`src/rtl/g20_pkg.sv`:
```
// g20_pkg: shared constants and types for the g20 bus master.
//   G20_*         default widths / depths / timeout
//   G20_WFLAG_BIT bit of QmAddr carrying the write flag
//   bm_state_t    bus-master FSM state encoding
package g20_pkg;

    localparam int G20_ADDR_W    = 48;
    localparam int G20_DATA_W    = 16;
    localparam int G20_MAX_BURST = 16;
    localparam int G20_GRANT_TO  = 64;

    localparam int G20_WFLAG_BIT = G20_ADDR_W - 1;

    typedef enum logic [2:0] {
        S_IDLE,
        S_WAIT_DATA,
        S_REQ,
        S_ADDR,
        S_DATA,
        S_FIN
    } bm_state_t;

endpackage

```
`src/rtl/g20_wfifo.sv`:
```
// g20_wfifo: synchronous show-ahead FIFO for buffered write data.
//   clk, rst     clock, asynchronous active-high reset
//   push/push_data  write port; ignored while full
//   pop          consume head word; ignored while empty
//   flush        drop all contents (wins over push/pop)
//   head         current head word (valid when count != 0)
//   count        number of stored words, 0..DEPTH
//   full         count == DEPTH
module g20_wfifo #(
    parameter int DEPTH = 16,
    parameter int WIDTH = 16
) (
    input  logic                       clk,
    input  logic                       rst,
    input  logic                       push,
    input  logic [WIDTH-1:0]           push_data,
    input  logic                       pop,
    input  logic                       flush,
    output logic [WIDTH-1:0]           head,
    output logic [$clog2(DEPTH+1)-1:0] count,
    output logic                       full
);
    localparam int PTR_W = $clog2(DEPTH);
    localparam int CNT_W = $clog2(DEPTH + 1);

    logic [WIDTH-1:0] mem [DEPTH];
    logic [PTR_W-1:0] wptr, rptr;
    logic             do_push, do_pop;

    // Explicit wrap so non-power-of-two depths also work.
    function automatic logic [PTR_W-1:0] ptr_next(input logic [PTR_W-1:0] p);
        return (p == PTR_W'(DEPTH - 1)) ? '0 : p + PTR_W'(1);
    endfunction

    assign full    = (count == CNT_W'(DEPTH));
    assign do_push = push && !full;
    assign do_pop  = pop && (count != '0);
    assign head    = mem[rptr];

    always_ff @(posedge clk or posedge rst) begin
        if (rst) begin
            wptr  <= '0;
            rptr  <= '0;
            count <= '0;
        end else if (flush) begin
            wptr  <= '0;
            rptr  <= '0;
            count <= '0;
        end else begin
            if (do_push) wptr <= ptr_next(wptr);
            if (do_pop)  rptr <= ptr_next(rptr);
            count <= count + CNT_W'(do_push) - CNT_W'(do_pop);
        end
    end

    always_ff @(posedge clk) begin
        if (do_push && !flush) mem[wptr] <= push_data;
    end

endmodule

```
`src/rtl/g20_bus_master.sv`:
```
// g20_bus_master: master-side agent for the g20 bus.
//   Client side: cmd_valid/cmd_ready/cmd_write/cmd_addr/cmd_len accept one
//   burst; wdata_valid/wdata/wdata_ready fill the write FIFO; rdata_valid/
//   rdata return read beats; done/err pulse once per command.
//   Bus side: request/itsyours handshake with the arbitrator, QmAddr carries
//   {write, addr} for one cycle, mdout/Mdin carry data, Xend ends transfer.
//   Qclock clock, BusReset asynchronous active-high reset.
module g20_bus_master
    import g20_pkg::*;
#(
    parameter int ADDR_W    = G20_ADDR_W,
    parameter int DATA_W    = G20_DATA_W,
    parameter int MAX_BURST = G20_MAX_BURST,
    parameter int GRANT_TO  = G20_GRANT_TO
) (
    input  logic                         Qclock,
    input  logic                         BusReset,
    input  logic                         cmd_valid,
    output logic                         cmd_ready,
    input  logic                         cmd_write,
    input  logic [ADDR_W-2:0]            cmd_addr,
    input  logic [$clog2(MAX_BURST)-1:0] cmd_len,
    input  logic                         wdata_valid,
    input  logic [DATA_W-1:0]            wdata,
    output logic                         wdata_ready,
    output logic                         rdata_valid,
    output logic [DATA_W-1:0]            rdata,
    output logic                         done,
    output logic                         err,
    output logic                         request,
    input  logic                         itsyours,
    output logic [ADDR_W-1:0]            QmAddr,
    output logic [DATA_W-1:0]            mdout,
    input  logic [DATA_W-1:0]            Mdin,
    input  logic                         Xend
);
    localparam int LEN_W  = $clog2(MAX_BURST);
    localparam int CNT_W  = $clog2(MAX_BURST + 1);
    localparam int GCNT_W = $clog2(GRANT_TO + 1);

    bm_state_t          state;
    logic               cur_write;
    logic [ADDR_W-2:0]  cur_addr;
    logic [LEN_W-1:0]   cur_len;
    logic [CNT_W-1:0]   bcnt;       // beats already on the bus
    logic [GCNT_W-1:0]  gcnt;

    logic [CNT_W-1:0]   beats, bcnt_now;
    logic               in_data, rd_sample, beat_inc;
    logic               xfer_ok, xfer_abort;
    logic               fifo_pop, fifo_flush, fifo_full;
    logic [DATA_W-1:0]  fifo_head;
    logic [CNT_W-1:0]   fifo_count;
    logic [ADDR_W-1:0]  bus_addr;

    g20_wfifo #(
        .DEPTH (MAX_BURST),
        .WIDTH (DATA_W)
    ) u_wfifo (
        .clk       (Qclock),
        .rst       (BusReset),
        .push      (wdata_valid),
        .push_data (wdata),
        .pop       (fifo_pop),
        .flush     (fifo_flush),
        .head      (fifo_head),
        .count     (fifo_count),
        .full      (fifo_full)
    );

    assign wdata_ready = !fifo_full;
    assign cmd_ready   = (state == S_IDLE) && !BusReset;
    assign beats       = CNT_W'(cur_len) + CNT_W'(1);

    always_comb begin
        bus_addr                  = ADDR_W'(cur_addr);
        bus_addr[G20_WFLAG_BIT]   = cur_write;
    end

    // Transfer bookkeeping for the current DATA cycle. A write beat is
    // already on mdout (bcnt counts it); a read beat counts once Mdin is
    // taken this cycle, so the last beat and Xend may coincide.
    always_comb begin
        in_data    = (state == S_DATA);
        rd_sample  = in_data && !cur_write && itsyours && (bcnt < beats);
        fifo_pop   = cur_write && ((state == S_ADDR) ||
                     (in_data && !Xend && itsyours && (bcnt < beats)));
        beat_inc   = rd_sample || (in_data && fifo_pop);
        bcnt_now   = bcnt + CNT_W'(beat_inc);
        xfer_ok    = in_data && Xend && (bcnt_now == beats);
        xfer_abort = in_data && (Xend ? (bcnt_now != beats) : !itsyours);
        // Unsent beats of an aborted write must not leak into the next burst.
        fifo_flush = cur_write && xfer_abort;
    end

    always_ff @(posedge Qclock or posedge BusReset) begin
        if (BusReset) begin
            state       <= S_IDLE;
            cur_write   <= 1'b0;
            cur_addr    <= '0;
            cur_len     <= '0;
            bcnt        <= '0;
            gcnt        <= '0;
            request     <= 1'b0;
            done        <= 1'b0;
            err         <= 1'b0;
            rdata_valid <= 1'b0;
            rdata       <= '0;
            QmAddr      <= '0;
            mdout       <= '0;
        end else begin
            done        <= 1'b0;
            err         <= 1'b0;
            rdata_valid <= 1'b0;
            if (rd_sample) begin
                rdata       <= Mdin;
                rdata_valid <= 1'b1;
            end
            case (state)
                S_IDLE: begin
                    if (cmd_valid) begin
                        cur_write <= cmd_write;
                        cur_addr  <= cmd_addr;
                        cur_len   <= cmd_len;
                        state     <= cmd_write ? S_WAIT_DATA : S_REQ;
                    end
                end
                S_WAIT_DATA: begin
                    if (fifo_count >= beats) state <= S_REQ;
                end
                S_REQ: begin
                    request <= 1'b1;
                    // Grant only counts once our request is visible.
                    if (request && itsyours) begin
                        gcnt   <= '0;
                        QmAddr <= bus_addr;
                        state  <= S_ADDR;
                    end else if (request && (gcnt == GCNT_W'(GRANT_TO - 1))) begin
                        gcnt    <= '0;
                        request <= 1'b0;
                        err     <= 1'b1;
                        state   <= S_IDLE;
                    end else if (request) begin
                        gcnt <= gcnt + GCNT_W'(1);
                    end
                end
                S_ADDR: begin
                    QmAddr <= '0;
                    bcnt   <= cur_write ? CNT_W'(1) : '0;
                    if (cur_write) mdout <= fifo_head;
                    state  <= S_DATA;
                end
                S_DATA: begin
                    if (xfer_ok || xfer_abort) begin
                        request <= 1'b0;
                        mdout   <= '0;
                        bcnt    <= '0;
                        done    <= xfer_ok;
                        err     <= xfer_abort;
                        state   <= xfer_ok ? S_FIN : S_IDLE;
                    end else begin
                        bcnt <= bcnt_now;
                        if (cur_write) mdout <= fifo_pop ? fifo_head : '0;
                    end
                end
                S_FIN: state <= S_IDLE;
                default: state <= S_IDLE;
            endcase
        end
    end

endmodule

```
`config.mk`:
```
export PLATFORM = sky130hd
export DESIGN_NAME = g20_bus_master
export DESIGN_NICKNAME = d
export VERILOG_FILES = /design/src/rtl/g20_pkg.sv /design/src/rtl/g20_wfifo.sv /design/src/rtl/g20_bus_master.sv
export SDC_FILE = /design/constraint.sdc
export NUM_CORES = 1
export LEC_CHECK = 0
export CAP_MARGIN = 25
export CORE_ASPECT_RATIO = 1.4
export CORE_MARGIN = 2
export CORE_UTILIZATION = 35
export DETAILED_ROUTE_END_ITERATION = 12
export PLACE_DENSITY_LB_ADDON = 0.05
export SKIP_LAST_GASP = 1
export SYNTH_ARGS = -nofsm -noshare
export SYNTH_HDL_FRONTEND = slang
export SYNTH_HIERARCHICAL = 1
export SYNTH_SLANG_ARGS = --single-unit
```
`constraint.sdc`:
```
create_clock -name Qclock -period 4.9 [get_ports Qclock]
set_input_delay 0.98 -clock Qclock [delete_from_list [all_inputs] [get_ports Qclock]]
set_output_delay 0.98 -clock Qclock [all_outputs]
set_load 0.05 [all_outputs]
```
==> flow_metrics.tcl <==
set metrics [dict create \
    status "completed" \
    first_pass_iters 4 \
    placed_area_sq_um 19900 \
    max_slew.worst_pin.slew_ps 937 \
    die_area_sq_um 51000 \
    hold_depth 2 \
    pwr-share-seq_pct 37.6 \
    synth_seq_cells 420 \
    synth.avg_cell_area_sq_um 15.1 \
    wl_met3_mm 2.21 \
    clk_pin_slew_ps 60 \
    dr.max_layer_used "met4" \
    initial_core_util_pct 35.3 \
    htree_levels 2 \
    yosys.area.top_type_share_pct 44.7 \
    path_common_cell "ha_1" \
    slew_headroom_pct 37.4 \
    crit_fanout 16 \
    dpl.cell_count 1920 \
    max_freq_mhz 220 \
    syn-num-nets 1250 \
    cts_buffer_depth 3 \
    power.switching_w 0.00471 \
    area_growth_pct 24.9 \
    num_rows 96 \
    cp-start-kind "register" \
    arrival_ps 4810 \
    core-area_sq_um 48800 \
    ys_top_cells_by_area "edfxtp_1 (45%), dfrtp_1 (24%), mux2_2 (5.1%)" \
    yosys.cell_count.top_type "edfxtp_1" \
    drt-initial-drc-count 559 \
    hold_violations 0 \
    tns_ps 0 \
    leakagePower_nw 8.13 \
    wl_met1_mm 18.0 \
    holdCritPathClass "reg2reg" \
    cap_viol_max_count 0 \
    portBuffers 175 \
    synth_flop_cell "edfxtp_1" \
    critical_path_class "reg2reg" \
    yosys.area.top_type "edfxtp_1" \
    dp_hpwl_mm 29.8 \
    r2r_cells 19 \
    overflow 0 \
    cts_hold_buffers 0 \
    intPower_w 0.00864 \
    period_minus_slack_ps 4550 \
    switching_share_pct 35.3 \
    cpPeakStageDelay_ps 430 \
    drt-vias-per-instance 4.96 \
    gp_congestion 0.776 \
    r2r_end "u_wfifo/mem[7][3]" \
    routedWlPerCell_microns 22.2 \
    finClkSkew_ps 9.80 \
    antenna_found_initial 0 \
    grt_pass1_wl_mm 66.4 \
    drv_slew 0 \
    stdcell_count 2003 \
    die_x_microns 191 \
    critPathCaptureType "register" \
    drive_above_1_share_pct 18.6 \
    routed-via-count 9934 \
    dr_wl_met2_mm 23.3 \
    antenna_left 0 \
    io_pins 176 \
    power_frac_comb_pct 35.0 \
    finalCritPeriodShare_pct 92.9 \
    cp.required_ps 5160 \
    drc_errors 0 \
    worstSkewPairLatency_ps 550 \
    synth_edf_count 256 \
    ff2ff_setup_slack_ps 350 \
    syn_area_sq_um 17200 \
    async_flop_share_pct 39.0 \
    final_design_area_no_fill_sq_um 21500 \
    die_h_microns 266 \
    power_frac_clock_pct 27.3 \
    cts.sinks 420 \
    grt.total_usage_pct 17.6 \
    setup_viol 0 \
    ys_seq_area_share_pct 68.5 \
    synthDistinctLibCells 70 \
    rsz0062_at_grt "false" \
    powerDensity_nw_per_um2 621 \
    min_from "cur_addr[37]" \
    antennaDiodeCount 0 \
    syn_inst 1139 \
    ir_drop_mv 0.329 \
    synth_warnings 6 \
    synthTopCellsByCount "edfxtp_1 (256), dfrtp_1 (164), nand2_1 (137)" \
    worstReg2RegStart "cur_len[0]" \
    grt_max_degree 97 \
    drt-total-wl_mm 44.5 \
    cts_buffers 44 \
    final_nets 1442 \
    whs_endpoint "QmAddr[37]" \
    cts_root_buffer "clkbuf_16" \
    cts_tree "done" \
    cp_slowest_cell "dfrtp_1" \
    grt_pass1_vias 10281 \
    cp_cell_sequence "ha_1, inv_1, ha_1, o21ai_0, o21ai_1, o221ai_2, nand4_1, a21oi_1, ha_1, ha_1, nand3_1, or3_1, a211oi_2, nor4_2, nor3b_1, buf_4, nand2_1, nor2_1, buf_12" \
]
metrics by stage:
| stage | setup slack, ps | total power [W] | hold slack [ps] | utilization, % |
|---|---|---|---|---|
| after detailed placement | 193 | 0.00985 | 447 | 40.8 |
| after CTS | 137 | 0.0136 | 464 | 44.0 |
| after global placement | 252 | 0.00981 | 444 | 40.8 |
| after floorplan | 316 | 0.00820 | 435 | - |
| final | 346 | 0.0134 | 461 | 44.1 |
| after global routing | 19.2 | 0.0141 | 483 | 44.1 |
layout make-up:
cell class / count / area [sq um]
Tap cell: 637 / 797
Inverter: 38 / 146
Sequential cell: 420 / 11800
Clock inverter: 32 / 443
Multi-Input combinational cell: 620 / 5000
Fill cell: 4457 / 27300
Clock buffer: 49 / 1140
Timing Repair Buffer: 207 / 2170
state kept, by name, indices dropped and copies added, names as in the netlist:
register,cells
rdata_valid,1
err,1
rdata,16
bcnt,5
done,1
gcnt,7
QmAddr,48
u_wfifo/wptr,4
mdout,16
cur_addr,47
state,3
u_wfifo/count,5
cur_len,4
u_wfifo/rptr,4
cur_write,1
u_wfifo/mem,256
request,1
worst max path at each step:
stage | from | to | slack (ps) | cells after the start
final | cur_len[0] | u_wfifo/mem[7][3] | 350 | 19
after global routing | cur_len[0] | u_wfifo/mem[10][15] | 20 | 17
after CTS | cur_len[0] | u_wfifo/mem[7][3] | 140 | 19
after detailed placement | cur_len[0] | u_wfifo/mem[7][2] | 190 | 19
after global placement | cur_len[0] | u_wfifo/mem[7][2] | 250 | 19
after floorplan | cur_len[0] | u_wfifo/mem[4][0] | 320 | 17
critical path, delay by kind of cell, from the launching register on:
family                   cells  cell delay (ps)
AO/OA/AOI/OAI                5              830
adder cells (fa/ha/maj)      4             1070
buffers and inverters        3              460
flip-flops                   1              430
AND/OR/NAND/NOR              7             1450
power by group through the flow:
stage / registers (W) / clock network, W / logic [W]
6_report: 0.00503 / 0.00365 / 0.00467
3_3_place_gp: 0.00509 / 0 / 0.00471
2_1_floorplan: 0.00569 / 0 / 0.00251
3_5_place_dp: 0.00511 / 0 / 0.00474
5_1_grt: 0.00513 / 0.00390 / 0.00503
4_1_cts: 0.00504 / 0.00377 / 0.00475
cell usage in the layout (no fill, tap or decap), types with 17 or more instances in the layout:
cell             synthesis  layout
a21oi_1                 30      30
a221o_1                 17      17
a22o_1                  17      17
buf_4                    4      17
clkbuf_16                0      45
clkdlybuf4s50_1          0     175
dfrtp_1                164     163
edfxtp_1               256     256
ha_1                    20      20
inv_1                   38      37
mux2_2                  78      78
mux2i_1                 32      32
mux4_2                  32      32
nand2_1                137     137
nand3_1                 47      47
nor2_1                  33      32
nor3_1                  23      19
o22ai_1                 17      17
kinds of logic (layout without fill, tap and decap cells):
| kind of cell | after synthesis | in the layout | share of synthesized area, % |
|---|---|---|---|
| XOR/XNOR | 16 | 16 | 0.902 |
| AO/OA/AOI/OAI | 137 | 137 | 6.04 |
| AND/OR/NAND/NOR | 283 | 283 | 7.63 |
| flip-flops | 420 | 420 | 68.5 |
| adder cells (fa/ha/maj) | 22 | 22 | 1.63 |
| multiplexers | 162 | 162 | 12.7 |
| buffers and inverters | 99 | 326 | 2.61 |
routing by layer:
layer | vias up | GRT usage (%)
li1 | 4627 | -
met1 | 5023 | 21.4
met2 | 236 | 31.6
met3 | 48 | 3.32
met4 | 0 | 5.11
met5 | - | 0
what timing repair did:
item                       4_1_cts  5_1_grt
resized for setup                0        3
setup buffers                    0        2
setup endpoints to repair        0      256
(Power assumes the default switching activity.)
